### src/rtl/dust_pkg.sv
// Shared constants, FSM state encoding and helpers for the dust alarm judge.
package dust_pkg;
  localparam int WIN_DEPTH = 8;
  localparam int WIN_LOG2  = 3;
  localparam int CNT_W     = 10;
  localparam int SUM_W     = 13;
  localparam int REV_W     = 4;

  typedef enum logic [1:0] {
    CLEAN   = 2'd0,
    SUSPECT = 2'd1,
    DIRTY   = 2'd2,
    RECOVER = 2'd3
  } judge_state_e;

  // A programmed revolution count of 0 behaves like 1.
  function automatic logic [REV_W-1:0] eff_revs(input logic [REV_W-1:0] r);
    return (r == '0) ? REV_W'(1) : r;
  endfunction
endpackage

### src/rtl/dust_window_avg.sv
// 8-deep sliding window of per-revolution dust counts with running sum.
// dust_avg and win_full reflect a push on the very next cycle.
module dust_window_avg
  import dust_pkg::*;
(
  input  logic             clk,
  input  logic             rst_n,
  input  logic             push,
  input  logic [CNT_W-1:0] din,
  output logic [CNT_W-1:0] dust_avg,
  output logic             win_full
);
  logic [WIN_DEPTH-1:0][CNT_W-1:0] win;
  logic [SUM_W-1:0]                sum, sum_nxt;
  logic [WIN_LOG2:0]               fill;

  // Oldest entry is always part of sum, so the subtraction never wraps.
  always_comb sum_nxt = sum + SUM_W'(din) - SUM_W'(win[WIN_DEPTH-1]);

  // Shift window, running sum, registered average and saturating fill count.
  always_ff @(posedge clk or negedge rst_n) begin
    if (!rst_n) begin
      win      <= '0;
      sum      <= '0;
      dust_avg <= '0;
      fill     <= '0;
    end else if (push) begin
      win      <= {win[WIN_DEPTH-2:0], din};
      sum      <= sum_nxt;
      dust_avg <= sum_nxt[SUM_W-1:WIN_LOG2];
      if (!fill[WIN_LOG2]) fill <= fill + (WIN_LOG2+1)'(1);
    end
  end

  // Fill count saturates at WIN_DEPTH, which is exactly its MSB.
  assign win_full = fill[WIN_LOG2];
endmodule

### src/rtl/dust_alarm_judge.sv
// Revolution-level dust judge: edge detect, delay strobes, window averaging
// and a debounced hysteresis FSM producing an alarm level and event pulses.
module dust_alarm_judge
  import dust_pkg::*;
(
  input  logic             clk,
  input  logic             rst_n,
  input  logic             zero_flag,
  input  logic [CNT_W-1:0] dust_cnt,
  input  logic             alarm_en,
  input  logic [CNT_W-1:0] set_thresh,
  input  logic [CNT_W-1:0] clr_thresh,
  input  logic [REV_W-1:0] set_revs,
  input  logic [REV_W-1:0] clr_revs,
  output logic [CNT_W-1:0] dust_avg,
  output logic             dust_alarm,
  output logic             alarm_set_pulse,
  output logic             alarm_clr_pulse,
  output logic             win_full
);
  logic             zf_d, rev, act;
  logic [2:1]       vld_pipe;       // [1] = capture strobe, [2] = eval strobe
  judge_state_e     state, state_nxt;
  logic [REV_W-1:0] rev_run, run_nxt, run_inc, set_eff, clr_eff;
  logic             set_nxt, clr_nxt;

  assign rev = zero_flag & ~zf_d;

  // Edge-detect register and revolution strobe pipeline.
  always_ff @(posedge clk or negedge rst_n) begin
    if (!rst_n) begin
      zf_d     <= 1'b0;
      vld_pipe <= '0;
    end else begin
      zf_d     <= zero_flag;
      vld_pipe <= {vld_pipe[1], rev};
    end
  end

  dust_window_avg u_win (
    .clk      (clk),
    .rst_n    (rst_n),
    .push     (vld_pipe[1]),
    .din      (dust_cnt),
    .dust_avg (dust_avg),
    .win_full (win_full)
  );

  assign act     = vld_pipe[2] & win_full & alarm_en;
  assign set_eff = eff_revs(set_revs);
  assign clr_eff = eff_revs(clr_revs);
  assign run_inc = rev_run + REV_W'(1);

  // Next-state logic; a set pulse marks the alarm rising (CLEAN/SUSPECT ->
  // DIRTY), a clear pulse marks the debounced fall back to CLEAN.
  always_comb begin
    state_nxt = state;
    run_nxt   = rev_run;
    set_nxt   = 1'b0;
    clr_nxt   = 1'b0;
    if (!alarm_en) begin
      state_nxt = CLEAN;
      run_nxt   = '0;
    end else if (act) begin
      unique case (state)
        CLEAN: if (dust_avg >= set_thresh) begin
          if (set_eff == REV_W'(1)) begin
            state_nxt = DIRTY;   run_nxt = '0; set_nxt = 1'b1;
          end else begin
            state_nxt = SUSPECT; run_nxt = REV_W'(1);
          end
        end
        SUSPECT: if (dust_avg >= set_thresh) begin
          if (run_inc >= set_eff) begin
            state_nxt = DIRTY;   run_nxt = '0; set_nxt = 1'b1;
          end else run_nxt = run_inc;
        end else begin
          state_nxt = CLEAN;     run_nxt = '0;
        end
        DIRTY: if (dust_avg <= clr_thresh) begin
          if (clr_eff == REV_W'(1)) begin
            state_nxt = CLEAN;   run_nxt = '0; clr_nxt = 1'b1;
          end else begin
            state_nxt = RECOVER; run_nxt = REV_W'(1);
          end
        end
        RECOVER: if (dust_avg <= clr_thresh) begin
          if (run_inc >= clr_eff) begin
            state_nxt = CLEAN;   run_nxt = '0; clr_nxt = 1'b1;
          end else run_nxt = run_inc;
        end else begin
          state_nxt = DIRTY;     run_nxt = '0;
        end
        default: begin
          state_nxt = CLEAN;     run_nxt = '0;
        end
      endcase
    end
  end

  // FSM state, debounce counter and registered event pulses.
  always_ff @(posedge clk or negedge rst_n) begin
    if (!rst_n) begin
      state           <= CLEAN;
      rev_run         <= '0;
      alarm_set_pulse <= 1'b0;
      alarm_clr_pulse <= 1'b0;
    end else begin
      state           <= state_nxt;
      rev_run         <= run_nxt;
      alarm_set_pulse <= set_nxt;
      alarm_clr_pulse <= clr_nxt;
    end
  end

  assign dust_alarm = (state == DIRTY) || (state == RECOVER);
endmodule

### config.mk
export PLATFORM = sky130hd
export DESIGN_NAME = dust_alarm_judge
export DESIGN_NICKNAME = d
export VERILOG_FILES = /design/src/rtl/dust_pkg.sv /design/src/rtl/dust_window_avg.sv /design/src/rtl/dust_alarm_judge.sv
export SDC_FILE = /design/constraint.sdc
export NUM_CORES = 1
export LEC_CHECK = 0
export ABC_AREA = 0
export CAP_MARGIN = 15
export CORE_MARGIN = 5
export CORE_UTILIZATION = 40
export CTS_CLUSTER_DIAMETER = 80
export DETAILED_ROUTE_END_ITERATION = 12
export GPL_ROUTABILITY_DRIVEN = 0
export PLACE_DENSITY = 0.65
export SYNTH_ARGS = -nofsm -noshare
export SYNTH_HDL_FRONTEND = slang
export SYNTH_SLANG_ARGS = --single-unit
### constraint.sdc
create_clock -name clk -period 7.6 [get_ports clk]
set_input_delay 0.76 -clock clk [delete_from_list [all_inputs] [get_ports clk]]
set_output_delay 0.76 -clock clk [all_outputs]
set_load 0.05 [all_outputs]
# Yosys cells after proc, flatten, opt, wreduce, memory -nomap -nowiden
# Index checks and enable logic that the tools add are counted.
classes:
  n_bitwise: 5
  order_cmp: 4
  n_reduce_logical: 7
  eq_ne: 10
  n_mux: 39
  addsub: 4
op_table:
  columns: ["cell", "n"]
  rows:
  - ["$mux W4", 11]
  - ["$mux W2", 10]
  - ["$pmux W4 S4", 1]
  - ["$mux W1", 14]
  - ["$add A13 B10 Y13", 1]
  - ["$sub A13 B10 Y13", 1]
  - ["$ge A10 B10 Y1", 1]
  - ["$le A10 B10 Y1", 1]
  - ["$add A4 B1 Y4 const B", 2]
  - ["$eq A4 B1 Y1 const B", 2]
  - ["$ge A4 B4 Y1", 2]
  - ["$logic_not A4 Y1", 2]
  - ["$ne A4 B4 Y1 const B", 2]
  - ["$pmux W2 S4", 1]
  - ["$ne A3 B3 Y1 const B", 2]
  - ["$reduce_and A5 Y1", 1]
  - ["$eq A2 B2 Y1 const B", 2]
  - ["$pmux W1 S2", 2]
  - ["$and A1 B1 Y1", 3]
  - ["$reduce_and A3 Y1", 1]
  - ["$eq A2 B1 Y1 const B", 1]
  - ["$logic_not A2 Y1", 1]
  - ["$ne A2 B1 Y1 const B", 1]
  - ["$not A1 Y1", 2]
  - ["2 further kinds", 2]
word_totals:
  out_inout_bits: 14
  in_bits: 42
  register_bits: 118

# Longest topological paths before layout
# Gate-level depths: netlist of the first run.
logic_depth:
  ltp_word: 8
  mapped_depth: 13
  mapped_depth_nobuf: 13

# Hierarchy
# A second synthesis of the first run with hierarchy kept.
hier_totals:
  hier_cells: 515
  area_unflattened_um2: 5911.9
modules_own_cells:
  columns: ["mod", "area_each_um2", "seq_area_each_um2", "n_inst", "cells_per_inst"]
  rows:
  - ["dust_window_avg", 4598.2, 2427.3, 1, 352]
  - ["dust_alarm_judge", 1313.8, 275.3, 1, 163]

# Worst setup path after synthesis of the first run
# Ideal clock, no wire load.
synth_path:
  kind: "input -> register"
  startpoint: "input port dust_cnt[1]"
  endpoint: "register u_win.sum[12]"
  cell_stages: 10
  setup_ps: 79
  t_required_ps: 7521
  t_arrival_ps: 2867
  path_slack_ps: 4654
  path_buffers: 0
  cell_sequence: "inv_1 fa_1 fa_1 nor2b_1 o31ai_1 a211oi_1 nor2_1 a21oi_1 mux2i_1 xor2_1"
synth_between:
  elab_chain_len: 2
synth_lines:
  columns: ["element", "line_no", "source"]
  rows:
  - ["start: declaration", "dust_alarm_judge.sv:9", "input logic [CNT_W-1:0] dust_cnt,"]
  - ["$add A13 B10 Y13", "dust_window_avg.sv:18", "always_comb sum_nxt = sum + SUM_W'(din) - SUM_W'(win[WIN_DEPTH-1]);"]
  - ["$sub A13 B10 Y13", "dust_window_avg.sv:18", null]
  - ["end signal: assignment", "dust_window_avg.sv:29", "sum <= sum_nxt;"]
  - ["end: declaration", "dust_window_avg.sv:14", "logic [SUM_W-1:0] sum, sum_nxt;"]
# No other way between the ends.
# A chain may end at the register's enable or synchronous reset.

# Final worst setup path of the first run
# Same ends and word-level chain as after synthesis.

==> results of run 1 <==
stage by stage:
stage                     total power [mW]  instances  worst slack (ns)
final                                2.747        727             4.269
after global routing                 2.997        727             4.115
after CTS                            2.785        727             4.245
after detailed placement             2.271        711             3.897
after global placement               2.217        711             3.946
after floorplan                      1.988        498             4.654
metal layers:
layer	global-route usage [%]	share of wire [%]	vias up
met5	0	0	-
met4	5.746	2.4	0
met3	2.824	4.8	18
met2	20.34	46	62
met1	16.46	47	1680
li1	-	-	1762
worst reg2reg max path, delay by kind of cell, from the launching register on:
| kind | cells | cell delay [ns] |
|---|---|---|
| AOI/OAI and AO/OA | 3 | 0.63 |
| xor gates and xnor gates | 1 | 0.15 |
| adders and majority gates | 2 | 0.94 |
| buffers and inverters | 1 | 0.09 |
| DFF | 1 | 0.36 |
| muxes | 1 | 0.24 |
| and+or+nand+nor | 2 | 0.28 |
placed cells by master, fill, tap and decap left out, types with 9 or more instances in the layout:
cell type	instances
clkdlybuf4s50_1	54
nor3_1	9
mux2_2	81
nand3_1	10
o21ai_0	12
fa_1	10
nand2_1	23
ha_1	43
clkbuf_16	9
a21oi_1	18
inv_1	72
dfrtp_1	107
nor2_1	9
worst max-delay path by stage:
stage               cells past startpoint   startpoint       endpoint  slack (ns)
finish                                 11  dust_cnt[1]  u_win.sum[12]        4.27
global route                           11  dust_cnt[1]  u_win.sum[12]        4.11
global placement                       11  dust_cnt[1]  u_win.sum[12]        3.95
CTS                                    11  dust_cnt[1]  u_win.sum[12]        4.24
detailed placement                     11  dust_cnt[1]  u_win.sum[12]        3.90
floorplan                              10  dust_cnt[1]  u_win.sum[12]        4.65
layout make-up:
type	count	share of cell area, %
clock buffer	11	3.600
clock inverter	5	1.113
tap	180	3.340
multi-input combinational	294	39.45
inverter	72	4.008
sequential	108	40.14
timing repair buffer	57	8.350
cells by family (layout without fill, tap and decap cells):
| family | count (synthesis) | count (layout) | synth area share [%] |
|---|---|---|---|
| compound gates | 64 | 64 | 7.574 |
| xor+xnor | 13 | 13 | 1.975 |
| fa+ha+maj | 53 | 53 | 12.80 |
| buf+inv | 96 | 145 | 6.988 |
| flops | 108 | 108 | 46.87 |
| mux | 87 | 87 | 16.86 |
| simple gates | 77 | 77 | 6.923 |
synthesized netlist by cell type, types with 2 or more instances:
library cell,count
dfrtp_1,108
mux2_2,81
inv_1,72
ha_1,43
nand2_1,23
a21oi_1,18
o21ai_0,12
buf_4,11
fa_1,10
nand3_1,10
clkbuf_1,9
nor2_1,9
nor3_1,9
xnor2_1,8
mux2i_1,6
o21ai_1,6
a21o_1,5
nor2b_1,5
xor2_1,5
nand2b_1,4
a31oi_1,3
buf_1,3
or2_2,3
a211oi_1,2
and3_1,2
nand3b_1,2
nand4_1,2
o211ai_1,2
o21a_1,2
or2_1,2
registers in the layout, summed over array words and instances, names as in the netlist:
name	cells
u_win.win	80
u_win.sum	13
rev_run	4
u_win.fill	4
state	2
vld_pipe	2
alarm_clr_pulse	1
alarm_set_pulse	1
zf_d	1
where the power goes:
group	total [mW]	switching (mW)	internal, mW
Combinational	1.32	0.696	0.627
Clock	0.492	0.196	0.296
Sequential	0.932	0.140	0.793
Total	2.75	1.03	1.72
==> flow_summary.json, run 1 <==
{
  "status": "finished clean",
  "fmax_ghz": 0.3003,
  "initialDrtViolationCount": 188,
  "worstPathCellList": "clkdlybuf4s50_1 -> inv_1 -> fa_1 -> fa_1 -> nor2b_1 -> o31ai_1 -> a211oi_1 -> nor2_1 -> a21oi_1 -> mux2i_1 -> xor2_1",
  "p_leak_nw": 3.126,
  "required_ns": 7.88,
  "detail_route.wirelength_um": 9875,
  "drive_gt1_share_pct": 20.48,
  "dieArea_um2": 16910,
  "hold_viol": 0,
  "num_vias": 3522,
  "path_clk_slew_ns": 0.06,
  "routedWlPerCell_um": 13.58,
  "n_antenna_cell": 0,
  "post_cts_resized": 0,
  "die_w_um": 130.1,
  "tightest_slew_ns": 0.9348,
  "ff2ff_path_depth": 10,
  "layout.nets": 637,
  "grt_usage_pct": 12.68,
  "yosys-top-cells-area": "dfrtp_1, mux2_2, ha_1",
  "synth_area_um2": 5766,
  "cp_top_family": "adder cells",
  "io_buffers": 55,
  "place_area_um2": 6425,
  "cp.buffers_inverters": 2,
  "min_path_type": "in -> async",
  "synthDistinctLibCells": 51,
  "hpwl_um": 7287,
  "clockBufferDepth": 2,
  "ant_nets": 0,
  "finalSetupTns_ns": 0,
  "multiInputGateArea_um2": 2660,
  "cp_slowest_stage_delay_ns": 0.52,
  "maxCapViolations": 0,
  "peakVddDrop_mv": 0.1441,
  "ys_warn_count": 0,
  "seq_area_um2": 2706,
  "grt_max_degree": 82,
  "r2r-end": "u_win.sum[12]",
  "crit_slowest_cell": "fa_1",
  "rows": 43,
  "ios": 56,
  "synth_ff_type": "dfrtp_1",
  "syn-num-nets": 593,
  "grt_pass1_wl_um": 17050,
  "synth_edf_count": 0,
  "finalCritPeriodShare_pct": 43.82,
  "core_um2": 13990,
  "yosysSeqAreaShare_pct": 46.88,
  "power_density_nw_per_um2": 407.5,
  "grt_setup_unrepaired": "no",
  "holdWs_ns": 0.3981,
  "post_cts_buffers": 0,
  "arrival_ns": 3.61,
  "clock_sinks": 108,
  "antenna_found_initial": 0,
  "max_slew_margin_pct": 37.68,
  "via_per_inst": 4.845,
  "slew_violations": 0,
  "min_period_ns": 3.331,
  "synth_top_area_cell": "dfrtp_1",
  "worstPathMaxFanout": 4,
  "syn_area_per_cell_um2": 11.58,
  "setup_viol": 0,
  "dr.pass1.iters": 4,
  "syn2layout_area_growth_pct": 16.95,
  "endpoint_kind": "flop",
  "utilization_pct": 48.20,
  "hold_buffers": 0,
  "nFillCells": 1264,
  "gr-total-overflow": 0,
  "cts_inserted_buffers": 9,
  "grt_pass1_vias": 3688,
  "die_h_um": 130.1,
  "stdcell_area_um2": 6743,
  "synth.top_cell.area_share_pct": 46.88,
  "synthCells": 498,
  "cts_tree": "done",
  "synth-seq-cells": 108,
  "clkLatencyLatePin_ns": 0.35,
  "htree_levels": 3,
  "rrSetupSlack_ns": 4.84,
  "cpMostUsedCell": "fa_1",
  "async_flop_share_pct": 100.0,
  "clock_skew_ns": 0.003277,
  "crit_type": "in -> reg",
  "initial_core_util_pct": 41.22,
  "root_buffer": "clkbuf_16",
  "rr_startpoint": "u_win.sum[1]",
  "worstSetupStartpointType": "input pin",
  "drc": 0
}
(Power assumes the default switching activity.)
==> run 2: changes to the inputs <==
PLACE_DENSITY = 0.68   (was 0.65)
clock period = 2.88 ns   (was 7.6 ns; I/O delays follow)
==> flow_summary.json, run 2 (synthesized netlist as in run 1, its figures left out) <==
{
  "p_sw_mw": 2.859,
  "intPower_mw": 4.629,
  "nFillCells": 1237,
  "cp_top_family": "adder cells",
  "endpoint_kind": "flop",
  "min_period_ns": 2.656,
  "top_usage_layer": "met2",
  "grt_pass1_wl_um": 17460,
  "power_density_nw_per_um2": 1090,
  "initial_core_util_pct": 41.22,
  "num_vias": 3677,
  "cts_tree": "done",
  "switching_share_pct": 38.18,
  "final_common_cell": "dfrtp_1",
  "n_antenna_cell": 0,
  "layout.nets": 655,
  "status": "finished clean",
  "syn2layout_area_growth_pct": 19.14,
  "p_leak_nw": 3.197,
  "io_buffers": 55,
  "ant_nets": 0,
  "min_path_type": "reg -> reg",
  "utilization_pct": 49.11,
  "hpwl_um": 7450,
  "antenna_found_initial": 0,
  "grt_usage_pct": 12.88,
  "fmax_ghz": 0.3765,
  "finalCritPeriodShare_pct": 92.22,
  "grt.met1_usage_pct": 16.59,
  "grt_pass1_vias": 3841,
  "initialDrtViolationCount": 193,
  "maxCapViolations": 0,
  "rows": 43,
  "arrival_ns": 2.93,
  "routedWlPerCell_um": 13.63,
  "die_h_um": 130.1,
  "worstPathMaxFanout": 2,
  "core_um2": 13990,
  "met3_usage_pct": 3.438,
  "tightest_slew_ns": 0.7388,
  "clock_sinks": 108,
  "setup_viol": 0,
  "grt_use_met2_pct": 21.12,
  "root_buffer": "clkbuf_16",
  "cp.buffers_inverters": 2,
  "cp_slowest_stage_delay_ns": 0.49,
  "p_clk_share_pct": 15.4,
  "htree_levels": 3,
  "ios": 56,
  "grt_setup_unrepaired": "no",
  "regMostFlops": "u_win.win",
  "grt_max_degree": 61,
  "gr-total-overflow": 0,
  "clkLatencyLatePin_ns": 0.35,
  "crit_type": "in -> reg",
  "dieArea_um2": 16910,
  "combinationalPowerShare_pct": 51.5,
  "clock_skew_ns": 0.009942,
  "drive_gt1_share_pct": 23.36,
  "hold_viol": 0,
  "seqPwrFrac_pct": 33.1,
  "final_cell_mix": "dfrtp_1, mux2_2, inv_1, clkdlybuf4s50_1, ha_1",
  "peakVddDrop_mv": 0.4349,
  "detail_route.wirelength_um": 10150,
  "cts_inserted_buffers": 9,
  "max_slew_margin_pct": 50.75,
  "finalSetupTns_ns": 0,
  "required_ns": 3.15,
  "dr.pass1.iters": 4,
  "crit_slowest_cell": "fa_1",
  "largest_register_ffs": 80,
  "clockBufferDepth": 2,
  "slew_violations": 0,
  "cpMostUsedCell": "fa_1",
  "worstPathCellList": "clkdlybuf4s50_1 -> inv_1 -> fa_1 -> fa_1 -> nor2b_2 -> o31ai_2 -> a211oi_2 -> nor2_1 -> a21oi_2 -> mux2i_1 -> xor2_1",
  "drc": 0,
  "die_w_um": 130.1,
  "worstSetupStartpointType": "input pin",
  "path_clk_slew_ns": 0.06,
  "reg_top3": "u_win.win x80, u_win.sum x13",
  "via_per_inst": 4.936
}
-- run 2: cell count changes in the layout (fill, tap and decap cells not counted), moves of 2 or more --
cell,change
buf_4,+16
bufinv_16,-2
clkinv_2,-2
inv_6,+2
-- run 2: power by group through the flow --
stage               clock network, mW  logic, mW  registers, mW
floorplan                           0       2.87           2.38
global placement                    0       3.67           2.47
detailed placement                  0       3.79           2.51
CTS                              1.20       3.83           2.49
global route                     1.25       4.36           2.56
finish                           1.15       3.86           2.48
-- run 2: final timing paths --
| path | start | endpoint | slack, ns | cells past startpoint |
|---|---|---|---|---|
| hold / removal | zf_d | vld_pipe[1] | 0.39 | 1 |
| setup reg to reg | u_win.win[71] | u_win.sum[12] | 0.26 | 9 |
| max in group asynchronous | rst_n | u_win.win[75] | 1.65 | 3 |
| hold reg to reg | zf_d | vld_pipe[1] | 0.39 | 1 |
| setup / recovery | dust_cnt[1] | u_win.sum[12] | 0.22 | 11 |
| min in group asynchronous | rst_n | u_win.win[18] | 0.51 | 2 |
-- run 2: stage by stage --
stage / total power [mW] / hold slack [ns] / worst slack (ns) / std cells / area (µm²)
after global routing: 8.170 / 0.4232 / 0.02167 / 745 / 6869
after global placement: 6.146 / 0.3602 / -0.2383 / 728 / 6565
after detailed placement: 6.300 / 0.3814 / -0.2932 / 728 / 6565
after floorplan: 5.247 / -0.007591 / 0.3711 / 498 / 5766
after CTS: 7.515 / 0.3990 / 0.05987 / 745 / 6853
final: 7.489 / 0.3941 / 0.2242 / 745 / 6869
-- run 2: cell type report --
class,count,area (µm²),share of cell area [%]
Sequential cell,108,2706,39.40
Multi-Input combinational cell,294,2676,38.96
Timing Repair Buffer,75,713.2,10.38
Inverter,72,270.3,3.934
Clock buffer,12,246.5,3.588
Tap cell,180,225.2,3.279
Clock inverter,4,31.28,0.4554
-- run 2: layer usage --
metal	part of all wire (%)	up-vias	wire length, µm
met3	5.1	11	515
met1	46	1796	4711
met4	1.6	0	160
met2	47	73	4762
li1	-	1797	-
met5	0	-	0
-- run 2: worst reg2reg max path: stages (launching register included) --
cell and delay (ns):
dfrtp_1 0.40, fa_1 0.53, fa_1 0.47, nor2b_2 0.16, o31ai_2 0.09, a211oi_2 0.27
nor2_1 0.09, a21oi_2 0.14, mux2i_1 0.22, xor2_1 0.16
-- run 2: timing repair --
action	in CTS	in global routing
endpoints found under the hold margin	15	0
setup endpoints to repair	0	2
hold buffers	1	0
setup buffers	0	0
resized for setup	0	4
